File: config.mk
export PLATFORM = sky130hd
export DESIGN_NAME = gerador_frequencia_param
export DESIGN_NICKNAME = d
export VERILOG_FILES = /design/src/rtl/gerador_frequencia_param_pkg.sv /design/src/rtl/gerador_frequencia_param_sincronizador_2ff.sv /design/src/rtl/gerador_frequencia_param.sv
export SDC_FILE = /design/constraint.sdc
export NUM_CORES = 1
export LEC_CHECK = 0
export BUFFER_PORTS_ARGS = -buffer_cell sky130_fd_sc_hd__buf_4
export CAP_MARGIN = 20
export CELL_PAD_IN_SITES_DETAIL_PLACEMENT = 0
export CELL_PAD_IN_SITES_GLOBAL_PLACEMENT = 1
export CORE_MARGIN = 3
export CORE_UTILIZATION = 46
export CTS_CLUSTER_DIAMETER = 120
export DETAILED_ROUTE_END_ITERATION = 12
export PLACE_DENSITY_LB_ADDON = 0.3
export RECOVER_POWER = 25
export SLEW_MARGIN = 0
export SYNTH_ARGS = -nofsm -noshare
export SYNTH_HDL_FRONTEND = slang
export SYNTH_SLANG_ARGS = --single-unit
File: constraint.sdc
create_clock -name clock_inicial -period 4.79 [get_ports clock_inicial]
set_input_delay 0.958 -clock clock_inicial [delete_from_list [all_inputs] [get_ports clock_inicial]]
set_output_delay 0.958 -clock clock_inicial [all_outputs]
set_load 0.05 [all_outputs]
File: src/rtl/gerador_frequencia_param_pkg.sv
// gerador_frequencia_param_pkg: shared state encodings, default divisors and clog2 helper
package gerador_frequencia_param_pkg;
  typedef enum logic [1:0] {
    OCIOSO         = 2'd0,
    CONTANDO       = 2'd1,
    TROCA_PENDENTE = 2'd2
  } estado_t;
  localparam int CONT_W_PADRAO = 29;
  localparam int N_SEL_PADRAO = 4;
  localparam logic [N_SEL_PADRAO*CONT_W_PADRAO-1:0] DIVS_PADRAO =
    {29'd300000000, 29'd100000000, 29'd50000000, 29'd25000000};
  function automatic int clog2(input int v);
    for (int r = 0; r < 32; r++)
      if ((1 << r) >= v) return r;
    return 32;
  endfunction
endpackage

File: src/rtl/gerador_frequencia_param_sincronizador_2ff.sv
// sincronizador_2ff: two-flop synchroniser for the selector switches
// Only elaborated when SYNC_SELETOR_EN is defined, since nothing else uses it.
`ifdef SYNC_SELETOR_EN
module sincronizador_2ff #(
  parameter int W = 1
) (
  input  logic         clock_inicial,
  input  logic         reset,
  input  logic [W-1:0] d,
  output logic [W-1:0] q
);
  logic [W-1:0] meio;
  always_ff @(posedge clock_inicial or posedge reset)
    if (reset) {q, meio} <= '0;
    else {q, meio} <= {meio, d};
endmodule
`endif

File: src/rtl/gerador_frequencia_param.sv
// gerador_frequencia_param: selectable clock divider producing a tick and a 50% square wave
// Define SYNC_SELETOR_EN to pass seletor through a two-flop synchroniser.
module gerador_frequencia_param
  import gerador_frequencia_param_pkg::*;
#(
  parameter int                        CONT_W         = CONT_W_PADRAO,
  parameter int                        N_SEL          = N_SEL_PADRAO,
  parameter int                        SEL_W          = 2,
  parameter logic [N_SEL*CONT_W-1:0]   DIVS           = DIVS_PADRAO,
  parameter bit                        TROCA_IMEDIATA = 1'b0
) (
  input  logic              clock_inicial,
  input  logic              reset,
  input  logic              habilita,
  input  logic [SEL_W-1:0]  seletor,
  output logic              pulso_saida,
  output logic              onda_saida,
  output logic [CONT_W-1:0] contagem,
  output logic [SEL_W-1:0]  sel_ativo,
  output logic              troca_pendente,
  output logic              erro_sel
);
  if (N_SEL < 2 || N_SEL > 16 || SEL_W < clog2(N_SEL)) begin : g_param_invalido
    $error("gerador_frequencia_param: invalid N_SEL/SEL_W");
  end
  estado_t estado, estado_n;
  logic [SEL_W-1:0] sel_s, sel_n;
  logic [CONT_W-1:0] div_a, cont_n;
  logic pulso_n, onda_n, valido, muda, term;
`ifdef SYNC_SELETOR_EN
  sincronizador_2ff #(.W(SEL_W)) u_sinc (
    .clock_inicial(clock_inicial),
    .reset(reset),
    .d(seletor),
    .q(sel_s)
  );
`else
  assign sel_s = seletor;
`endif
  assign div_a = DIVS[int'(sel_ativo)*CONT_W +: CONT_W];
  assign valido = int'(sel_s) < N_SEL;
  assign muda = valido && sel_s != sel_ativo;
  assign term = contagem == div_a - 1'b1;
  always_ff @(posedge clock_inicial or posedge reset)
    if (reset) begin
      estado      <= OCIOSO;
      contagem    <= '0;
      pulso_saida <= 1'b0;
      onda_saida  <= 1'b0;
      sel_ativo   <= '0;
      erro_sel    <= 1'b0;
    end else begin
      estado      <= estado_n;
      contagem    <= cont_n;
      pulso_saida <= pulso_n;
      onda_saida  <= onda_n;
      sel_ativo   <= sel_n;
      erro_sel    <= !valido;
    end
  // A deferred change that coincides with the terminal count is adopted on that same edge.
  always_comb begin
    estado_n = estado;
    sel_n    = sel_ativo;
    cont_n   = contagem;
    pulso_n  = 1'b0;
    onda_n   = onda_saida;
    if (!habilita) begin
      estado_n = OCIOSO;
      sel_n    = muda ? sel_s : sel_ativo;
      cont_n   = muda ? '0 : contagem;
    end else if (TROCA_IMEDIATA && muda) begin
      estado_n = CONTANDO;
      sel_n    = sel_s;
      cont_n   = '0;
    end else begin
      cont_n   = term ? '0 : contagem + 1'b1;
      pulso_n  = term;
      onda_n   = onda_saida ^ term;
      sel_n    = (term && muda) ? sel_s : sel_ativo;
      estado_n = (muda && !term) ? TROCA_PENDENTE : CONTANDO;
    end
  end
  always_comb troca_pendente = estado == TROCA_PENDENTE;
endmodule
Word-level counts from Yosys, hierarchy flattened
Index checks and enable logic that the tools add are counted.
- bits in registers: 35
- input bits: 5
- output and inout bits: 35
- word-level logic and storage cells: 28
- $add $sub $neg: 2
- $mul: 1
- eq/ne operators: 4
- shift-type cells: 1
- muxes and demuxes: 9
- bitwise logic cells: 1
- reduce and logical (&&, ||, !) cells: 5
- operators by type and width (kind ; number):
    $shiftx A116 B8 Y29 const A ; 1
    $mux W29 ; 3
    $add A29 B1 Y29 const B ; 1
    $eq A29 B29 Y1 ; 1
    $sub A29 B1 Y29 const B ; 1
    $mux W2 ; 5
    $mul A2 B5 Y7 const B ; 1
    $eq A2 B2 Y1 const B ; 1
    $logic_and A1 B1 Y1 ; 2
    $ne A2 B1 Y1 const B ; 1
    $ne A2 B2 Y1 ; 1
    $reduce_and A2 Y1 ; 1
    $reduce_bool A2 Y1 ; 1
    $logic_not A1 Y1 ; 1
    $mux W1 ; 1
    $xor A1 B1 Y1 ; 1

Logic depth before layout (Yosys ltp)
- depth in word-level cells: 8
- depth in mapped cells: 11
- mapped depth without buffers: 7

Worst setup path after synthesis
Ideal clock, no wire load.
- path type: register to register
- start: register sel_ativo[1]
- end: register sel_ativo[0]
- setup time: 0.127 ns
- arrival time: 2.652 ns
- data required time: 4.663 ns
- path slack: 2.011 ns
- stages on the path, launching flop included: 10
- path buffers: 2
- clock period less this slack: 2.779 ns
- cell sequence: dfrtp_1 > buf_2 > inv_1 > ha_1 > or3b_1 > a222oi_1 > o32ai_1 > nor2_2 > buf_4 > mux2_1
- word-level cells in the longest chain between the ends: 7
- elaborated cells on any way between the ends: 9
- classes of those cells: 1 x add/sub; 1 x mul; 3 x eq/ne; 1 x shift; 3 x reduce/logical
- RTL lines (what ; RTL line ; RTL):
    start: declaration ; gerador_frequencia_param.sv:19 ; output logic [SEL_W-1:0] sel_ativo,
    start signal: assignment ; gerador_frequencia_param.sv:57 ; sel_ativo <= sel_n;
    $mul A2 B5 Y7 ; gerador_frequencia_param.sv:40 ; assign div_a = DIVS[int'(sel_ativo)*CONT_W +: CONT_W];
    $shiftx A116 B8 Y29 ; gerador_frequencia_param.sv:40 ;
    $sub A29 B1 Y29 ; gerador_frequencia_param.sv:43 ; assign term = contagem == div_a - 1'b1;
    $eq A29 B29 Y1 ; gerador_frequencia_param.sv:43 ;
    $logic_and A1 B1 Y1 ; gerador_frequencia_param.sv:79 ; sel_n = (term && muda) ? sel_s : sel_ativo;
    $ne A2 B1 Y1 (no line) ; - ;
    $reduce_and A2 Y1 (no line) (*) ; - ;
Every way passes the cells marked *; elsewhere a longest branch is shown, timed or not.
A chain may end at the register's enable or synchronous reset.

Worst setup path in the final report
- start: register sel_ativo[1]
- end: register contagem[25]
- word-level cells in the longest chain between the ends: 6
- elaborated cells on any way between the ends: 8
- classes of those cells: 1 x add/sub; 1 x mul; 2 x eq/ne; 1 x shift; 2 x mux; 1 x reduce/logical
- RTL lines (what ; RTL line ; RTL):
    $mul A2 B5 Y7 ; gerador_frequencia_param.sv:40 ;
    $shiftx A116 B8 Y29 ; gerador_frequencia_param.sv:40 ;
    $sub A29 B1 Y29 ; gerador_frequencia_param.sv:43 ;
    $eq A29 B29 Y1 ; gerador_frequencia_param.sv:43 ;
    $mux W29 ; gerador_frequencia_param.sv:76 ; cont_n = term ? '0 : contagem + 1'b1;
    $mux W29 ; gerador_frequencia_param.sv:67 ; if (!habilita) begin
    end signal: assignment ; gerador_frequencia_param.sv:54 ; contagem <= cont_n;
    end: declaration ; gerador_frequencia_param.sv:18 ; output logic [CONT_W-1:0] contagem,
Parallel ways exist; a longest one is shown, timed or not.

==> flow_summary.toml <==
[run_status]
status = "finished, violations left"
violations = "capacitance limit, slew limit"

[placement]
portBuffers = 38
gp_congestion = 0.891
dpl_cell_area_um2 = 2540
dp_hpwl_um = 4000
place_ws_ns = 1.61

[die]
std_cell_rows = 24
dieWidth_um = 75.5
fp.dieH_um = 75.5
ios = 40
initial_core_util_pct = 49.3
die_area_um2 = 5690
core-area_um2 = 4500

[pwr]
power_frac_seq_pct = 36.6
power_frac_comb_pct = 46.7
power_switching_mw = 0.600
ir_drop_uv = 251
p_leak_nw = 1.18
p_sw_share_pct = 48.1
p_int_mw = 0.646
clkPwrFrac_pct = 16.7
p_per_area_nw_per_um2 = 476

[yosys]
synth_area_leader_cell = "dfrtp_1"
avgSynthCellArea_um2 = 9.41
yosys.area.top_type_share_pct = 39.5
yosysMostFrequentCell = "dfrtp_1"
synth_area_um2 = 2220
synth_seq_cells = 35
yosysSeqAreaShare_pct = 39.5
yosys_most_used_dff = "dfrtp_1"
synthCells = 236
syn-num-nets = 250
postSynth.asyncResetShare_pct = 100
synthTopCellsByArea = "dfrtp_1 39%, xor2_1 11%, ha_1 5.1%, nand2_1 4.2%, a21oi_1 4.1%"
yosys-top-cells-count = "35 x dfrtp_1, 27 x xor2_1, 25 x nand2_1"
ys_types = 47
synth_edf_count = 0
ys_warn_count = 0

[sta]
period_share_pct = 65.8
setup_viol = 0
period_minus_slack_ns = 3.15
finalHoldViolCount = 0
rsz0062_at_grt = "false"
slew_viol_final = 36
worst_slack_ns = 1.64
finalSetupTns_ns = 0
finalClockSkew_ns = 0.00643
relSlewSlack_pct = -29.4
fmax_mhz = 317
tightest_slew_ns = 1.94

[routing]
drt-total-wl_um = 5610
avgRoutedWirePerCell_um = 17.2
drc = 0
drt_iter0_markers = 189
ant_nets = 0
vias = 1917
first_pass_iters = 4
vias_per_cell = 5.86

[grt]
grt_max_degree = 36
grt.total_usage_pct = 22.1
grt_pass1_wl_um = 9380
antenna_found_initial = 0
grt_overflow = 0
grt_pass1_vias = 1833

[clock_network]
insertion_delay_ns = 0.29
htreeDepth = 2
cts_tree = "done"
cts_buffers = 5
hold_buffers = 0
ctsLongestPathBuffers = 2
post_cts_buffers = 0
clkSinkCount = 35
clkTransAtPathRegs_ns = 0.07
post_cts_resized = 0
root_buffer = "clkbuf_8"

[worst_setup_path]
end_kind = "flop"
reg2reg_slack_ns = 1.64
startpoint_type = "flop"
crit_type = "reg -> reg"
critPathLaunch = "sel_ativo[1]"
regToRegStartpoint = "sel_ativo[1]"
reg2reg_depth = 8
cp.required_ns = 4.96
critPathCapture = "contagem[25]"
worstPathMaxFanout = 17
r2r-end = "contagem[25]"
cp.arrival_ns = 3.33

[cells_and_area]
drive_gt1_share_pct = 18.9
synthToLayoutAreaGrowth_pct = 17.9
stdcell_area_um2 = 2620
final_util_pct = 58.1
final_nets = 288
antennaDiodeCount = 0

[worst_hold_path]
hold_path.class = "reg -> reg"

[flow_run]
cap_violations = 1
-- worst min path at each step --
stage / to / start / slack (ns) / cells after the start
finish: onda_saida / onda_saida / 0.47 / 1
global route: onda_saida / onda_saida / 0.51 / 1
CTS: onda_saida / onda_saida / 0.47 / 1
detailed placement: onda_saida / onda_saida / 0.46 / 1
global placement: onda_saida / onda_saida / 0.46 / 1
floorplan: contagem[1] / contagem[1] / 0.77 / 2
-- sequential cells by signal, indices dropped and copies added, names as in the netlist --
register     count
contagem        29
estado           2
sel_ativo        2
onda_saida       1
pulso_saida      1
-- placed cells by master, fill, tap and decap left out, types with 3 or more instances in the layout --
master / instances
buf_4: 39
dfrtp_1: 35
xor2_1: 27
nand2_1: 25
a21oi_1: 18
nand4_1: 13
nand3_1: 10
nor3_1: 9
and3_1: 9
ha_1: 9
xnor2_1: 8
o21ai_0: 6
inv_1: 5
and2_1: 5
nor2_1: 5
clkbuf_8: 5
nand4bb_1: 3
o31ai_1: 3
nand3b_1: 3
or3b_1: 3
and4_1: 3
clkbuf_1: 3
-- logic make-up (layout without fill, tap and decap cells) --
family | count (synthesis) | in the layout | synth area share [%]
AND/OR/NAND/NOR | 98 | 98 | 25.7
AO/OA/AOI/OAI | 41 | 41 | 11.6
XOR/XNOR | 35 | 35 | 13.8
flip-flops | 35 | 35 | 39.5
buffers and inverters | 15 | 54 | 3.21
adder cells (fa/ha/maj) | 9 | 9 | 5.07
multiplexers | 2 | 2 | 1.01
other | 1 | 1 | 0.169
-- worst max-delay path, stage by stage, from the launching register on --
cell,delay [ns]
dfrtp_1,0.61
inv_1,0.19
ha_1,0.27
or3b_1,0.37
a222oi_1,0.33
o32ai_1,0.22
nor2_2,0.48
buf_4,0.33
o2bb2a_1,0.23
-- layout make-up --
class | instances | area, µm²
Fill cell | 431 | 1890
Multi-Input combinational cell | 186 | 1270
Sequential cell | 35 | 876
Timing Repair Buffer | 41 | 304
Clock buffer | 7 | 76.3
Tap cell | 52 | 65.1
Inverter | 5 | 18.8
Clock inverter | 1 | 5.00
-- layer usage --
layer  wire length (µm)  vias to the layer above  global-route usage [%]
met4                 93                        0                    8.35
met2               2600                       46                    35.8
met1               2670                      939                    29.8
met3                251                        9                    3.69
li1                   -                      923                       -
met5                  0                        -                       0
-- power by group through the flow --
stage                     clock network [mW]  logic [mW]  registers [mW]
after floorplan                            0       0.264           0.605
after global placement                     0       0.584           0.457
after detailed placement                   0       0.583           0.461
after CTS                              0.214       0.588           0.456
after global routing                   0.224       0.629           0.469
final                                  0.208       0.582           0.456
-- stage by stage --
| step | total power, mW | instances | hold slack, ns |
|---|---|---|---|
| floorplan | 0.869 | 236 | 0.775 |
| global placement | 1.04 | 319 | 0.460 |
| detailed placement | 1.04 | 319 | 0.462 |
| CTS | 1.26 | 327 | 0.473 |
| global route | 1.32 | 327 | 0.510 |
| finish | 1.25 | 327 | 0.466 |
Note: power is estimated with default switching activity, not from simulation.
